## src/rtl/lmsm_uop_if.sv

```systemverilog
// Handshake and micro-op bus between register-read, the LM/SM/LA/SA
// sequencer and the execute-stage ALU.
interface lmsm_uop_if #(
  parameter int NREG = 8,
  parameter int AW   = 16
);
  logic          flush;
  logic          in_valid;
  logic [15:0]   in_instr;
  logic [AW-1:0] in_base;
  logic          in_ready;
  logic          out_ready;
  logic          out_valid;
  logic [5:0]    out_instr_exe_6bit;
  logic [2:0]    out_reg;
  logic [AW-1:0] out_addr;
  logic          out_is_store;
  logic          out_last;

  // Upstream/downstream environment drives instructions and back-pressure.
  modport master (
    output flush, in_valid, in_instr, in_base, out_ready,
    input  in_ready, out_valid, out_instr_exe_6bit, out_reg, out_addr,
           out_is_store, out_last
  );

  // The sequencer consumes instructions and produces micro-ops.
  modport slave (
    input  flush, in_valid, in_instr, in_base, out_ready,
    output in_ready, out_valid, out_instr_exe_6bit, out_reg, out_addr,
           out_is_store, out_last
  );
endinterface

```

## src/rtl/lmsm_uop_sequencer.sv

```systemverilog
// Micro-op sequencer between register-read and the ALU. Ordinary
// instructions pass through as one micro-op; LM/SM/LA/SA expand into one
// micro-op per selected register, ascending, at consecutive word addresses.
module lmsm_uop_sequencer #(
  parameter int NREG = 8,
  parameter int AW   = 16
) (
  input logic        clk,
  input logic        rst,
  lmsm_uop_if.slave  bus
);

  typedef enum logic {IDLE, RUN} state_t;

  state_t          state, state_n;
  logic [NREG-1:0] rem_p0, rem_n;
  logic            vld_p0, vld_n;
  logic [5:0]      exe6_p0, exe6_n;
  logic [2:0]      reg_p0, reg_n;
  logic [AW-1:0]   addr_p0, addr_n;
  logic            store_p0, store_n;
  logic            last_p0, last_n;

  logic            is_multi;
  logic [NREG-1:0] acc_mask;
  logic [NREG-1:0] acc_rem;
  logic [NREG-1:0] run_rem;
  logic            unused_bits;

  // Index of the lowest set bit; callers guarantee the mask is non-zero.
  function automatic logic [2:0] lowest_idx(input logic [NREG-1:0] m);
    logic [2:0] idx;
    idx = '0;
    for (int i = NREG - 1; i >= 0; i--) begin
      if (m[i]) idx = 3'(i);
    end
    return idx;
  endfunction

  // Clear the lowest set bit (the register just issued).
  function automatic logic [NREG-1:0] drop_lowest(input logic [NREG-1:0] m);
    return m & (m - NREG'(1));
  endfunction

  assign unused_bits = bus.in_instr[8];

  assign bus.in_ready = bus.out_ready && (state == IDLE) && !bus.flush;

  assign bus.out_valid          = vld_p0;
  assign bus.out_instr_exe_6bit = exe6_p0;
  assign bus.out_reg            = reg_p0;
  assign bus.out_addr           = addr_p0;
  assign bus.out_is_store       = store_p0;
  assign bus.out_last           = last_p0;

  // Next-state and next micro-op: flush first, then hold on back-pressure.
  always_comb begin
    state_n  = state;
    rem_n    = rem_p0;
    vld_n    = vld_p0;
    exe6_n   = exe6_p0;
    reg_n    = reg_p0;
    addr_n   = addr_p0;
    store_n  = store_p0;
    last_n   = last_p0;
    is_multi = (bus.in_instr[15:14] == 2'b11);
    // LA/SA (opcode bit 1 set) transfer every register.
    acc_mask = bus.in_instr[13] ? '1 : bus.in_instr[NREG-1:0];
    acc_rem  = drop_lowest(acc_mask);
    run_rem  = drop_lowest(rem_p0);

    if (bus.flush) begin
      state_n = IDLE;
      rem_n   = '0;
      vld_n   = 1'b0;
      last_n  = 1'b0;
    end else if (bus.out_ready) begin
      unique case (state)
        IDLE: begin
          if (bus.in_valid && !is_multi) begin
            vld_n   = 1'b1;
            exe6_n  = {bus.in_instr[15:12], bus.in_instr[1:0]};
            reg_n   = bus.in_instr[11:9];
            addr_n  = bus.in_base;
            store_n = 1'b0;
            last_n  = 1'b1;
          end else if (bus.in_valid && (acc_mask != '0)) begin
            vld_n   = 1'b1;
            exe6_n  = {bus.in_instr[15:12], 2'b00};
            reg_n   = lowest_idx(acc_mask);
            addr_n  = bus.in_base;
            store_n = bus.in_instr[12];
            rem_n   = acc_rem;
            last_n  = (acc_rem == '0);
            state_n = (acc_rem == '0) ? IDLE : RUN;
          end else begin
            // Idle cycle or zero-mask LM/SM: a bubble.
            vld_n   = 1'b0;
            last_n  = 1'b0;
          end
        end
        RUN: begin
          vld_n   = 1'b1;
          reg_n   = lowest_idx(rem_p0);
          addr_n  = addr_p0 + AW'(1);
          rem_n   = run_rem;
          last_n  = (run_rem == '0);
          state_n = (run_rem == '0) ? IDLE : RUN;
        end
        default: state_n = IDLE;
      endcase
    end
  end

  // State and micro-op output registers; reset aborts any expansion.
  always_ff @(posedge clk or posedge rst) begin
    if (rst) begin
      state    <= IDLE;
      rem_p0   <= '0;
      vld_p0   <= 1'b0;
      exe6_p0  <= '0;
      reg_p0   <= '0;
      addr_p0  <= '0;
      store_p0 <= 1'b0;
      last_p0  <= 1'b0;
    end else begin
      state    <= state_n;
      rem_p0   <= rem_n;
      vld_p0   <= vld_n;
      exe6_p0  <= exe6_n;
      reg_p0   <= reg_n;
      addr_p0  <= addr_n;
      store_p0 <= store_n;
      last_p0  <= last_n;
    end
  end

endmodule

```

## src/flat_wrapper.sv

```systemverilog
// flat-port wrapper written by rule: the top's interface ports become plain ports
module lmsm_uop_sequencer_flat 
#(
  parameter int NREG = 8,
  parameter int AW   = 16
)
  (clk, rst, bus_flush, bus_in_valid, bus_in_instr, bus_in_base, bus_out_ready, bus_in_ready, bus_out_valid, bus_out_instr_exe_6bit, bus_out_reg, bus_out_addr, bus_out_is_store, bus_out_last);
  lmsm_uop_if #(.NREG(NREG), .AW(AW)) bus_i ();
  input logic clk;
  input logic rst;
  input wire logic [$bits(bus_i.flush)-1:0] bus_flush;
  input wire logic [$bits(bus_i.in_valid)-1:0] bus_in_valid;
  input wire logic [$bits(bus_i.in_instr)-1:0] bus_in_instr;
  input wire logic [$bits(bus_i.in_base)-1:0] bus_in_base;
  input wire logic [$bits(bus_i.out_ready)-1:0] bus_out_ready;
  output wire logic [$bits(bus_i.in_ready)-1:0] bus_in_ready;
  output wire logic [$bits(bus_i.out_valid)-1:0] bus_out_valid;
  output wire logic [$bits(bus_i.out_instr_exe_6bit)-1:0] bus_out_instr_exe_6bit;
  output wire logic [$bits(bus_i.out_reg)-1:0] bus_out_reg;
  output wire logic [$bits(bus_i.out_addr)-1:0] bus_out_addr;
  output wire logic [$bits(bus_i.out_is_store)-1:0] bus_out_is_store;
  output wire logic [$bits(bus_i.out_last)-1:0] bus_out_last;
  assign bus_i.flush = bus_flush;
  assign bus_i.in_valid = bus_in_valid;
  assign bus_i.in_instr = bus_in_instr;
  assign bus_i.in_base = bus_in_base;
  assign bus_i.out_ready = bus_out_ready;
  assign bus_in_ready = bus_i.in_ready;
  assign bus_out_valid = bus_i.out_valid;
  assign bus_out_instr_exe_6bit = bus_i.out_instr_exe_6bit;
  assign bus_out_reg = bus_i.out_reg;
  assign bus_out_addr = bus_i.out_addr;
  assign bus_out_is_store = bus_i.out_is_store;
  assign bus_out_last = bus_i.out_last;
  lmsm_uop_sequencer #(.NREG(NREG), .AW(AW)) u_core (.clk(clk), .rst(rst), .bus(bus_i));
endmodule
```

## config.mk

```make
export PLATFORM = sky130hd
export DESIGN_NAME = lmsm_uop_sequencer_flat
export DESIGN_NICKNAME = d
export VERILOG_FILES = /design/src/rtl/lmsm_uop_if.sv /design/src/rtl/lmsm_uop_sequencer.sv /design/src/flat_wrapper.sv
export SDC_FILE = /design/constraint.sdc
export NUM_CORES = 1
export LEC_CHECK = 0
export BUFFER_PORTS_ARGS = -buffer_cell sky130_fd_sc_hd__buf_2
export CELL_PAD_IN_SITES_DETAIL_PLACEMENT = 0
export CELL_PAD_IN_SITES_GLOBAL_PLACEMENT = 1
export CORE_MARGIN = 2
export CORE_UTILIZATION = 43
export CTS_BUF_LIST = sky130_fd_sc_hd__clkbuf_4 sky130_fd_sc_hd__clkbuf_8
export CTS_CLUSTER_SIZE = 16
export DETAILED_ROUTE_END_ITERATION = 12
export GPL_TIMING_DRIVEN = 0
export PLACE_DENSITY_LB_ADDON = 0.08
export RECOVER_POWER = 50
export SLEW_MARGIN = 20
export SYNTH_ARGS = -nofsm -noshare
export SYNTH_HDL_FRONTEND = slang
export SYNTH_SLANG_ARGS = --single-unit
export TNS_END_PERCENT = 30
```

## constraint.sdc

```tcl
create_clock -name clk -period 3.48 [get_ports clk]
set_input_delay 1.044 -clock clk [delete_from_list [all_inputs] [get_ports clk]]
set_output_delay 1.044 -clock clk [all_outputs]
set_load 0.005 [all_outputs]
```

Word level (Yosys, flattened, before mapping). Index checks and enable logic that the tools add are counted.

Register bits after elaboration: 37. Input port bits: 37. Output and inout bits: 29.

Add/sub/neg operators: 3. Equal/unequal tests: 4. Muxes and demuxes: 49. Bitwise gates (word level): 4. Reduce and logical (&&, ||, !) cells: 14.

Operator list (count): 2-to-1 mux 3 bit (18); 2-to-1 mux 8 bit (5); 2-to-1 mux 16 bit (2); one-hot mux 16 bit (2 select lines) (1); adder 16 x 1 -> 16 bit, second input constant (1); AND 8 bit (2); logical NOT 8 bit (2); 2-to-1 mux 1 bit (16); one-hot mux 8 bit (2 select lines) (1); subtractor 8 x 1 -> 8 bit, second input constant (2); 2-to-1 mux 6 bit (2); != test 3 bit, second input constant (3); nonzero test 8 bit (1); one-hot mux 1 bit (2 select lines) (3); one-hot mux 3 bit (2 select lines) (1); AND reduction 3 bit (2); logical AND 1 bit (4); AND reduction 4 bit (1); nonzero test 2 bit (2); equality test 2 bit, second input constant (1); logical NOT 1 bit (2); inverter 1 bit (2).

Depth between registers and ports, before layout.
Word-level depth: 12. Gate-level depth with buffers: 7. Depth with buffers taken out: 6.

Worst setup path after synthesis. OpenSTA, ideal clock, no wires.

Path type: input to output. Start: input port bus_flush. End: output port bus_in_ready. Data arrival time: 1.618 ns. Required time: 2.436 ns. Slack: 0.818 ns. Cell stages on the path: 3. Buffers on the path: 1. Path through: clkbuf_1 > nand2b_1 > nor2_1.

Word-level cells in the longest chain between the ends: 2.

RTL lines: start: declaration (RTL line flat_wrapper.sv:11) `input wire logic [$bits(bus_i.flush)-1:0] bus_flush;`; logical NOT 1 bit (RTL line lmsm_uop_sequencer.sv:47) `assign bus.in_ready = bus.out_ready && (state == IDLE) && !bus.flush;`; logical AND 1 bit (RTL line lmsm_uop_sequencer.sv:47); end: declaration (RTL line flat_wrapper.sv:16) `output wire logic [$bits(bus_i.in_ready)-1:0] bus_in_ready;`.

Every way passes these cells.

Worst setup path in the final report. Same ends and word-level chain as after synthesis.

==> impl_metrics.json <==
{
  "synth.largest_area_cell": "dfrtp_1",
  "die_h_microns": 78.2,
  "fin_skew_ps": 7.98,
  "hp-class": "flop to flop",
  "largest_reg_flops": 16,
  "port-buffer-count": 60,
  "placed_cell_area_sq_um": 2780,
  "fin_crit_ps": 2990,
  "drive_above_1_share_pct": 27.0,
  "arrival_ps": 1940,
  "leakage_nw": 1.24,
  "path_class": "input pin to output port",
  "clkTransAtPathRegs_ps": 70,
  "hold_violations": 0,
  "postSynthCellCount": 272,
  "setup_viol": 0,
  "die_area_sq_um": 6110,
  "coreArea_sq_um": 5410,
  "path_cells": "clkbuf_1 > nand2b_1 > nor2_1 > buf_2",
  "place_ws_ps": 488,
  "finalNonFillerCells": 413,
  "yosysMostFrequentCell": "dfrtp_1",
  "start_util_pct": 43.8,
  "ys.flop_type": "dfrtp_1",
  "cts-root-buf": "clkbuf_8",
  "post_cts_buffers": 0,
  "setup_tns_ps": 0,
  "violations": "capacitance limit, slew limit",
  "areaGrowthSynthToFinish_pct": 21.8,
  "syn_area_sq_um": 2370,
  "fmax_mhz": 335,
  "synth_top_area_share_pct": 38.1,
  "n_fill_cell": 567,
  "drv_cap": 1,
  "hold_buffers": 0,
  "drc": 0,
  "dp_hpwl_microns": 5020,
  "ir_worst_vdd_mv": 0.195,
  "tritoncts": "yes",
  "synth_area_leaders": "dfrtp_1, o21ai_0, nand2_1",
  "stdcell_area_sq_um": 2880,
  "syn_nets": 310,
  "antenna_found_initial": 0,
  "tightest_slew_ps": 1810,
  "whs_ps": 488,
  "grt_pass1_wl_microns": 11100,
  "routed_wl_microns": 6680,
  "synth_edf_count": 0,
  "place_inst": 405,
  "cts_sinks": 36,
  "finalWorstSetupSlack_ps": 493,
  "rsz0062_at_grt": "no",
  "clk_latency_ps": 290,
  "vias": 2374,
  "crit_required_ps": 2440,
  "fin_nets": 378,
  "path_max_fanout": 9,
  "grt_max_degree": 34,
  "clockBufferDepth": 2,
  "die_w_microns": 78.2,
  "status": "finished, violations left",
  "viasPerCell": 5.75,
  "ant_nets": 0,
  "ys_ff_latch": 36,
  "htree_levels": 2,
  "synthTopCellsByCount": "dfrtp_1, nand2_1, nor2_1",
  "dr.pass1.iters": 4,
  "syn_avg_cell_area_sq_um": 8.70,
  "rows": 27,
  "cp-end-kind": "output port",
  "num_antenna_cells": 0,
  "final_core_util_pct": 53.3,
  "gr-usage-all-layers_pct": 23.1,
  "grt_pass1_vias": 2187,
  "power_mw": 1.26,
  "cp_slowest_cell": "nand2b_1",
  "grt-ovfl-total": 0,
  "gp_congestion": 0.828,
  "async_flop_share_pct": 100,
  "ys_types": 58,
  "yosysWarnings": 0,
  "drt-initial-drc-count": 139,
  "timing.final.crit_share_pct": 85.8,
  "cp-start-kind": "input pin",
  "io_pins": 66,
  "yosysSeqAreaShare_pct": 38.1,
  "timing.slew.headroom_pct": -20.5,
  "power.density_nw_per_um2": 437,
  "cts_buffers": 5,
  "post_drt_wl_per_cell_microns": 16.2,
  "ctsResizeCount": 0,
  "drv_slew": 34,
  "max_stage_delay_ps": 310
}
## final cells by class
type | count | area (sq um) | share of cell area, %
Buffer | 13 | 52.6 | 1.82
Clock buffer | 7 | 96.3 | 3.34
Clock inverter | 1 | 30.0 | 1.04
Inverter | 10 | 37.5 | 1.30
Multi-Input combinational cell | 213 | 1380 | 47.7
Sequential cell | 36 | 901 | 31.3
Tap cell | 72 | 90.1 | 3.13
Timing Repair Buffer | 61 | 300 | 10.4
## metal layers
metal | wire [microns] | track usage (%)
met2 | 2740 | 32.8
met4 | 67 | 5.44
met5 | 0 | 0
met1 | 3440 | 35.9
met3 | 429 | 4.48
## final timing paths
check | start | slack (ps) | end | cells past startpoint
max | bus_flush | 490 | bus_in_ready | 4
min | u_core.bus.out_valid | 490 | u_core.bus.out_valid | 2
max reg2reg | u_core.bus.out_addr[0] | 1520 | u_core.bus.out_addr[12] | 5
min reg2reg | u_core.bus.out_valid | 490 | u_core.bus.out_valid | 2
max in group asynchronous | rst | 940 | u_core.bus.out_instr_exe_6bit[1] | 3
min in group asynchronous | rst | 620 | u_core.bus.out_reg[2] | 2
## critical path: cells and delay by family
family / cells / cell delay (ps)
AND/OR/NAND/NOR: 2 / 550
buffers and inverters: 2 / 350
## placed cells by master (no fill, tap or decap), types with 4 or more instances in the layout
cell type / count
buf_2: 60
dfrtp_1: 36
nand2_1: 25
nor2_1: 25
o21ai_0: 23
a21oi_1: 17
clkbuf_1: 14
inv_1: 10
nand3_1: 10
nor3_1: 9
mux2_2: 8
clkbuf_8: 7
nor2b_1: 5
nor4_1: 5
o21a_1: 5
o221a_2: 5
nand2b_1: 4
nand4_1: 4
mux2i_1: 4
## logic make-up after synthesis
logic type	count (synthesis)	synth area share, %
buffers and inverters	23	3.81
and+or+nand+nor	106	24.0
DFF	36	38.1
AOI/OAI and AO/OA	92	27.2
muxes	12	5.50
adders and majority gates	3	1.37
## where the power goes
group          internal, mW  leakage [nW]  switching, mW
registers             0.480         0.447         0.0770
clock network         0.253        0.0645          0.151
logic                 0.146         0.728          0.152
total                 0.879          1.24          0.380
(Power assumes the default switching activity.)
